<file path="src/rtl/fsm_seq_pkg.sv">
// ============================================================================
// fsm_seq_pkg : shared types and constants for the serial pattern generator
// Revision    : 1.0
// ============================================================================
`default_nettype none

package fsm_seq_pkg;

  typedef enum logic [1:0] {
    IDLE  = 2'd0,
    SHIFT = 2'd1,
    DONE  = 2'd2
  } state_e;

  localparam logic [9:0] DEFAULT_PATTERN = 10'b0001111010;

  function automatic int cnt_width(input int width);
    return $clog2(width + 1);
  endfunction

endpackage

`default_nettype wire

</file>
<file path="src/rtl/piso_shift_reg.sv">
// ============================================================================
// piso_shift_reg : parallel-load, MSB-first shift register (LSB fills with 0)
// Revision       : 1.0
// ============================================================================
`default_nettype none

module piso_shift_reg #(
  parameter int WIDTH = 10
) (
  input  logic             clk,
  input  logic             rst,
  input  logic             load_i,
  input  logic [WIDTH-1:0] data_i,
  input  logic             shift_en_i,
  output logic             msb_o
);

  logic [WIDTH-1:0] sr_q;

  always_ff @(posedge clk) begin
    if (rst) begin
      sr_q <= '0;
    end else if (load_i) begin
      sr_q <= data_i;
    end else if (shift_en_i) begin
      sr_q <= {sr_q[WIDTH-2:0], 1'b0};
    end
  end

  assign msb_o = sr_q[WIDTH-1];

endmodule

`default_nettype wire

</file>
<file path="src/rtl/fsm_seq_generator.sv">
// ============================================================================
// fsm_seq_generator : word-to-serial pattern generator with hold and repeat
// Revision          : 1.0
// ============================================================================
`default_nettype none

module fsm_seq_generator
  import fsm_seq_pkg::*;
#(
  parameter int               WIDTH   = 10,
  parameter logic [WIDTH-1:0] PATTERN = WIDTH'(DEFAULT_PATTERN)
) (
  input  logic                          clk,
  input  logic                          rst,
  input  logic                          load_valid,
  output logic                          load_ready,
  input  logic [WIDTH-1:0]              load_data,
  input  logic                          repeat_en,
  input  logic                          hold,
  output logic                          x,
  output logic                          x_valid,
  output logic [cnt_width(WIDTH)-1:0]   bits_left,
  output logic                          done
);

  localparam int CW = cnt_width(WIDTH);

  state_e           state_q;
  logic [CW-1:0]    cnt_q;
  logic [WIDTH-1:0] word_q;

  logic             sr_load;
  logic             sr_shift;
  logic             sr_msb;
  logic [WIDTH-1:0] sr_data;

  // Shift register is reloaded on a fresh handshake or on a repeat from DONE
  assign sr_load  = ((state_q == IDLE) && load_valid) || ((state_q == DONE) && repeat_en);
  assign sr_data  = (state_q == IDLE) ? load_data : word_q;
  assign sr_shift = (state_q == SHIFT) && !hold;

  piso_shift_reg #(
    .WIDTH(WIDTH)
  ) u_piso (
    .clk       (clk),
    .rst       (rst),
    .load_i    (sr_load),
    .data_i    (sr_data),
    .shift_en_i(sr_shift),
    .msb_o     (sr_msb)
  );

  always_ff @(posedge clk) begin
    if (rst) begin
      state_q <= IDLE;
      cnt_q   <= '0;
      word_q  <= PATTERN;
    end else begin
      case (state_q)
        IDLE: begin
          if (load_valid) begin
            word_q  <= load_data;
            cnt_q   <= CW'(WIDTH);
            state_q <= SHIFT;
          end
        end
        SHIFT: begin
          if (!hold) begin
            cnt_q <= cnt_q - CW'(1);
            if (cnt_q == CW'(1)) begin
              state_q <= DONE;
            end
          end
        end
        DONE: begin
          if (repeat_en) begin
            cnt_q   <= CW'(WIDTH);
            state_q <= SHIFT;
          end else begin
            state_q <= IDLE;
          end
        end
        default: state_q <= IDLE;
      endcase
    end
  end

  // Outputs depend on registered state only; the line is forced low outside SHIFT
  assign load_ready = (state_q == IDLE);
  assign x_valid    = (state_q == SHIFT);
  assign x          = (state_q == SHIFT) && sr_msb;
  assign bits_left  = (state_q == SHIFT) ? cnt_q : '0;
  assign done       = (state_q == DONE);

endmodule

`default_nettype wire
</file>
<file path="config.mk">
export PLATFORM = sky130hd
export DESIGN_NAME = fsm_seq_generator
export DESIGN_NICKNAME = d
export VERILOG_FILES = /design/src/rtl/fsm_seq_pkg.sv /design/src/rtl/piso_shift_reg.sv /design/src/rtl/fsm_seq_generator.sv
export SDC_FILE = /design/constraint.sdc
export NUM_CORES = 1
export LEC_CHECK = 0
export CORE_UTILIZATION = 30
export CTS_BUF_LIST = sky130_fd_sc_hd__clkbuf_16
export CTS_CLUSTER_SIZE = 25
export DETAILED_ROUTE_END_ITERATION = 6
export HOLD_SLACK_MARGIN = 0.02
export SETUP_SLACK_MARGIN = 0.3
export SLEW_MARGIN = 25
export SYNTH_ARGS = -nofsm -noshare
export SYNTH_HDL_FRONTEND = slang
export SYNTH_SLANG_ARGS = --single-unit
</file>
<file path="constraint.sdc">
create_clock -name clk -period 1.61 [get_ports clk]
set_input_delay 0.322 -clock clk [delete_from_list [all_inputs] [get_ports clk]]
set_output_delay 0.322 -clock clk [all_outputs]
set_load 0.03 [all_outputs]
</file>
==> reports/metrics.csv <==
stage,metric,value,unit
sta,Slew Limit Fails,0,
worst_setup_path,critical path startpoint,state_q[1],
run,Max-Cap Viols,0,
global_routing,vias in the first global route,1274,
synth,"Avg Cell Area, Syn",8.99,µm²
drt,DRC,0,
placement,DP Area,0.00166,mm²
sta,Fin. Hold Viols,0,
worst_hold_path,hold crit path type,reg -> reg,
worst_setup_path,Crit. End Element,output port,
worst_setup_path,Slowest Stage Delay on Critical Path,330,ps
finish,share of cells above drive strength 1,48.5,%
drt,Vias/cell,5.56,
synth,Synth async-reset ratio,0,%
global_routing,global route overflow,0,
finish,antenna cells,0,
finish,final net count,213,
sta,Tmin final,1500,ps
power,Sw Share,27.5,%
floorplan,core area,0.00409,mm²
synth,post-synth design cell area,0.00129,mm²
drt,via count,1356,
cts,CTS tree,built,
synth,post-synthesis sequential area ratio,40.2,%
drt,final wirelength,4350,µm
floorplan,DIE WIDTH,67.7,µm
worst_setup_path,WP data required,1290,ps
synth,Mapped Nets,161,
synth,"FF+latch count, synth",26,
floorplan,Ports,23,
synth,YS warnings,0,
synth,Cells after Synth,144,
cts,CTS Hold Bufs,0,
cts,clk sinks,26,
drt,Detail Route Antenna Nets,0,
power,Internal,1290,µW
global_routing,initial antenna violation count,0,
power,Clock power frac,30.4,%
sta,highest clock rate,665,MHz
drt,DR iter-0 viols,96,
placement,Post-DP HPWL,2180,µm
worst_setup_path,Setup crit end,bits_left[2],
worst_setup_path,Worst R2R End,u_piso.sr_q[1],
cts,"CTS clk-pin slew, worst paths",60,ps
sta,RSZ-0062 raised after global routing,true,
cts,CTS buffer count,3,
floorplan,die height,67.7,µm
sta,Worst Skew,0.938,ps
floorplan,cell row count,23,
worst_setup_path,FF-to-FF Start,state_q[1],
sta,Final Cycle Share,93.4,%
global_routing,first-pass GRT wire length,6390,µm
global_routing,gr usage total,18.9,%
worst_setup_path,"Slowest-stage cell, CP",dfxtp_2,
synth,Post-synth EDFFs,0,
finish,FF+latch area,527,µm²
sta,Hold WS,497,ps
cts,H-tree depth,1,
power,sw power,490,µW
finish,final instance area,0.00228,mm²
power,LEAKAGE,0.000847,µW
power,VDD IR max,647,µV
synth,post-synthesis cell type count,34,
floorplan,initial core utilization,31.7,%
worst_setup_path,R2R setup slack,110,ps
worst_setup_path,worst r2r path cells,5,
sta,Worst Max-Slew Pin Slew,398,ps
cts,"Clk Latency, worst-skew pair",260,ps
finish,area of the multi-input gates,0.00100,mm²
placement,Final GP Congestion,0.752,
global_routing,largest net degree at the start of global routing,27,
worst_setup_path,Startpoint Class,flip-flop,
finish,area grow syn2layout,75.7,%
floorplan,DIE AREA,0.00458,mm²
synth,ys flop type,dfxtp_1,
power,logic gate share of total power,28.3,%
worst_setup_path,CP Max Fanout,5,
sta,headroom to the max-slew limit,73.4,%
worst_setup_path,CP arrival,1180,ps
worst_hold_path,hold_sp,word_q[8],
status,outcome,"finished, final reports clean",
cts,clock tree buffer depth,2,
power,Reg power frac,41.3,%
sta,final worst setup slack,105,ps
synth,largest cells by area after synthesis,"dfxtp_1 (40%), a2111oi_0 (5.4%), a311oi_1 (5.4%)",
worst_setup_path,critical-path cell list,"buf_6, nand2b_4, inv_4, and2_4, buf_6",
sta,"Setup violations, final",0,
worst_setup_path,cell mode on critical path,buf_6,
finish,layout filler cell count,339,
synth,Synth top area share,40.2,%
placement,pre-CTS setup slack,-307,ps
drt,DR pass1 iterations,4,
placement,I/O Buffers,22,
power,Cell Pwr Density,784,mW/mm²
worst_setup_path,crit path kind,reg -> out,
drt,wire per inst,17.8,µm
synth,Yosys top cell by area,dfxtp_1,
cts,CTS Root Cell,clkbuf_16,
## area by class of cell
| type | instances | area share (%) |
|---|---|---|
| Multi-Input combinational cell | 103 | 44.0 |
| Timing Repair Buffer | 59 | 26.2 |
| Sequential cell | 26 | 23.1 |
| Clock buffer | 3 | 3.30 |
| Tap cell | 50 | 2.75 |
| Inverter | 3 | 0.605 |
## cell usage in the layout (no fill, tap or decap), drive strengths merged, types with 2 or more instances in the layout
| cell | n |
|---|---|
| a2111oi | 8 |
| a211o | 5 |
| a21oi | 4 |
| a221oi | 2 |
| a311oi | 8 |
| and2 | 3 |
| buf | 45 |
| clkbuf | 3 |
| clkdlybuf4s50 | 11 |
| dfxtp | 26 |
| dlygate4sd2 | 2 |
| ha | 2 |
| inv | 3 |
| mux2i | 6 |
| nand2 | 18 |
| nor2 | 10 |
| nor2b | 6 |
| nor3 | 2 |
| nor3b | 10 |
| o211ai | 3 |
| or2 | 2 |
| or3b | 2 |
## Yosys cell counts (all sizes together), types with 2 or more instances
cell	count
a2111oi	8
a211o	5
a21oi	4
a221oi	2
a311oi	8
and2	3
buf	8
clkbuf	6
dfxtp	26
ha	2
inv	3
mux2i	6
nand2	18
nor2	10
nor2b	6
nor3	2
nor3b	10
o211ai	3
## worst max-delay path: cells and delay by family (launching register included)
| kind | cells | cell delay [ps] |
|---|---|---|
| flops | 1 | 330 |
| simple gates | 2 | 290 |
| buf+inv | 3 | 300 |
## worst min path at each step
stage | slack, ps | cells after the start | end
after detailed placement | 480 | 2 | u_piso.sr_q[6]
after floorplan | 440 | 1 | word_q[1]
after global routing | 530 | 2 | u_piso.sr_q[7]
after global placement | 470 | 2 | u_piso.sr_q[3]
after CTS | 490 | 2 | u_piso.sr_q[3]
final | 500 | 2 | word_q[8]
## power by group through the flow
stage	combinational [µW]	sequential (µW)	clock [µW]
floorplan	198	729	0
global placement	300	741	0
detailed placement	307	742	0
CTS	426	730	555
global route	535	739	589
finish	504	736	543
## flip-flops by register name, indices dropped and copies added, names as in the netlist
register / count
u_piso.sr_q: 10
state_q: 2
cnt_q: 4
word_q: 10
## metrics by stage
step                setup TNS (ps)  power [µW]  utilization [%]  instances
floorplan                        0         926                -        144
global placement             -2000        1040             40.6        217
detailed placement           -2860        1050             40.6        217
finish                           0        1780             55.7        244
CTS                              0        1710             50.9        240
global route                     0        1860             55.7        244
## metal layers
layer	track usage, %	share of wire [%]	wire length (µm)
met5	0	0	0
met4	2.93	0.23	10
met3	4.39	4.0	176
met2	31.2	52	2250
met1	25.1	44	1920
## what timing repair did
item	4_1_cts	5_1_grt
buffers inserted	15	4
setup endpoints to repair	30	34
cloned	5	0
endpoints found under the hold margin	0	0
pin swaps	9	9
resized for setup	56	29
## cells by family after synthesis
family	Yosys count	synth area share, %
AND/OR/NAND/NOR	59	26.0
AO/OA/AOI/OAI	33	20.3
flip-flops	26	40.2
buffers and inverters	17	6.28
multiplexers	6	4.64
adder cells (fa/ha/maj)	2	1.93
XOR/XNOR	1	0.676
No activity file was read; power rests on OpenSTA's default activity.
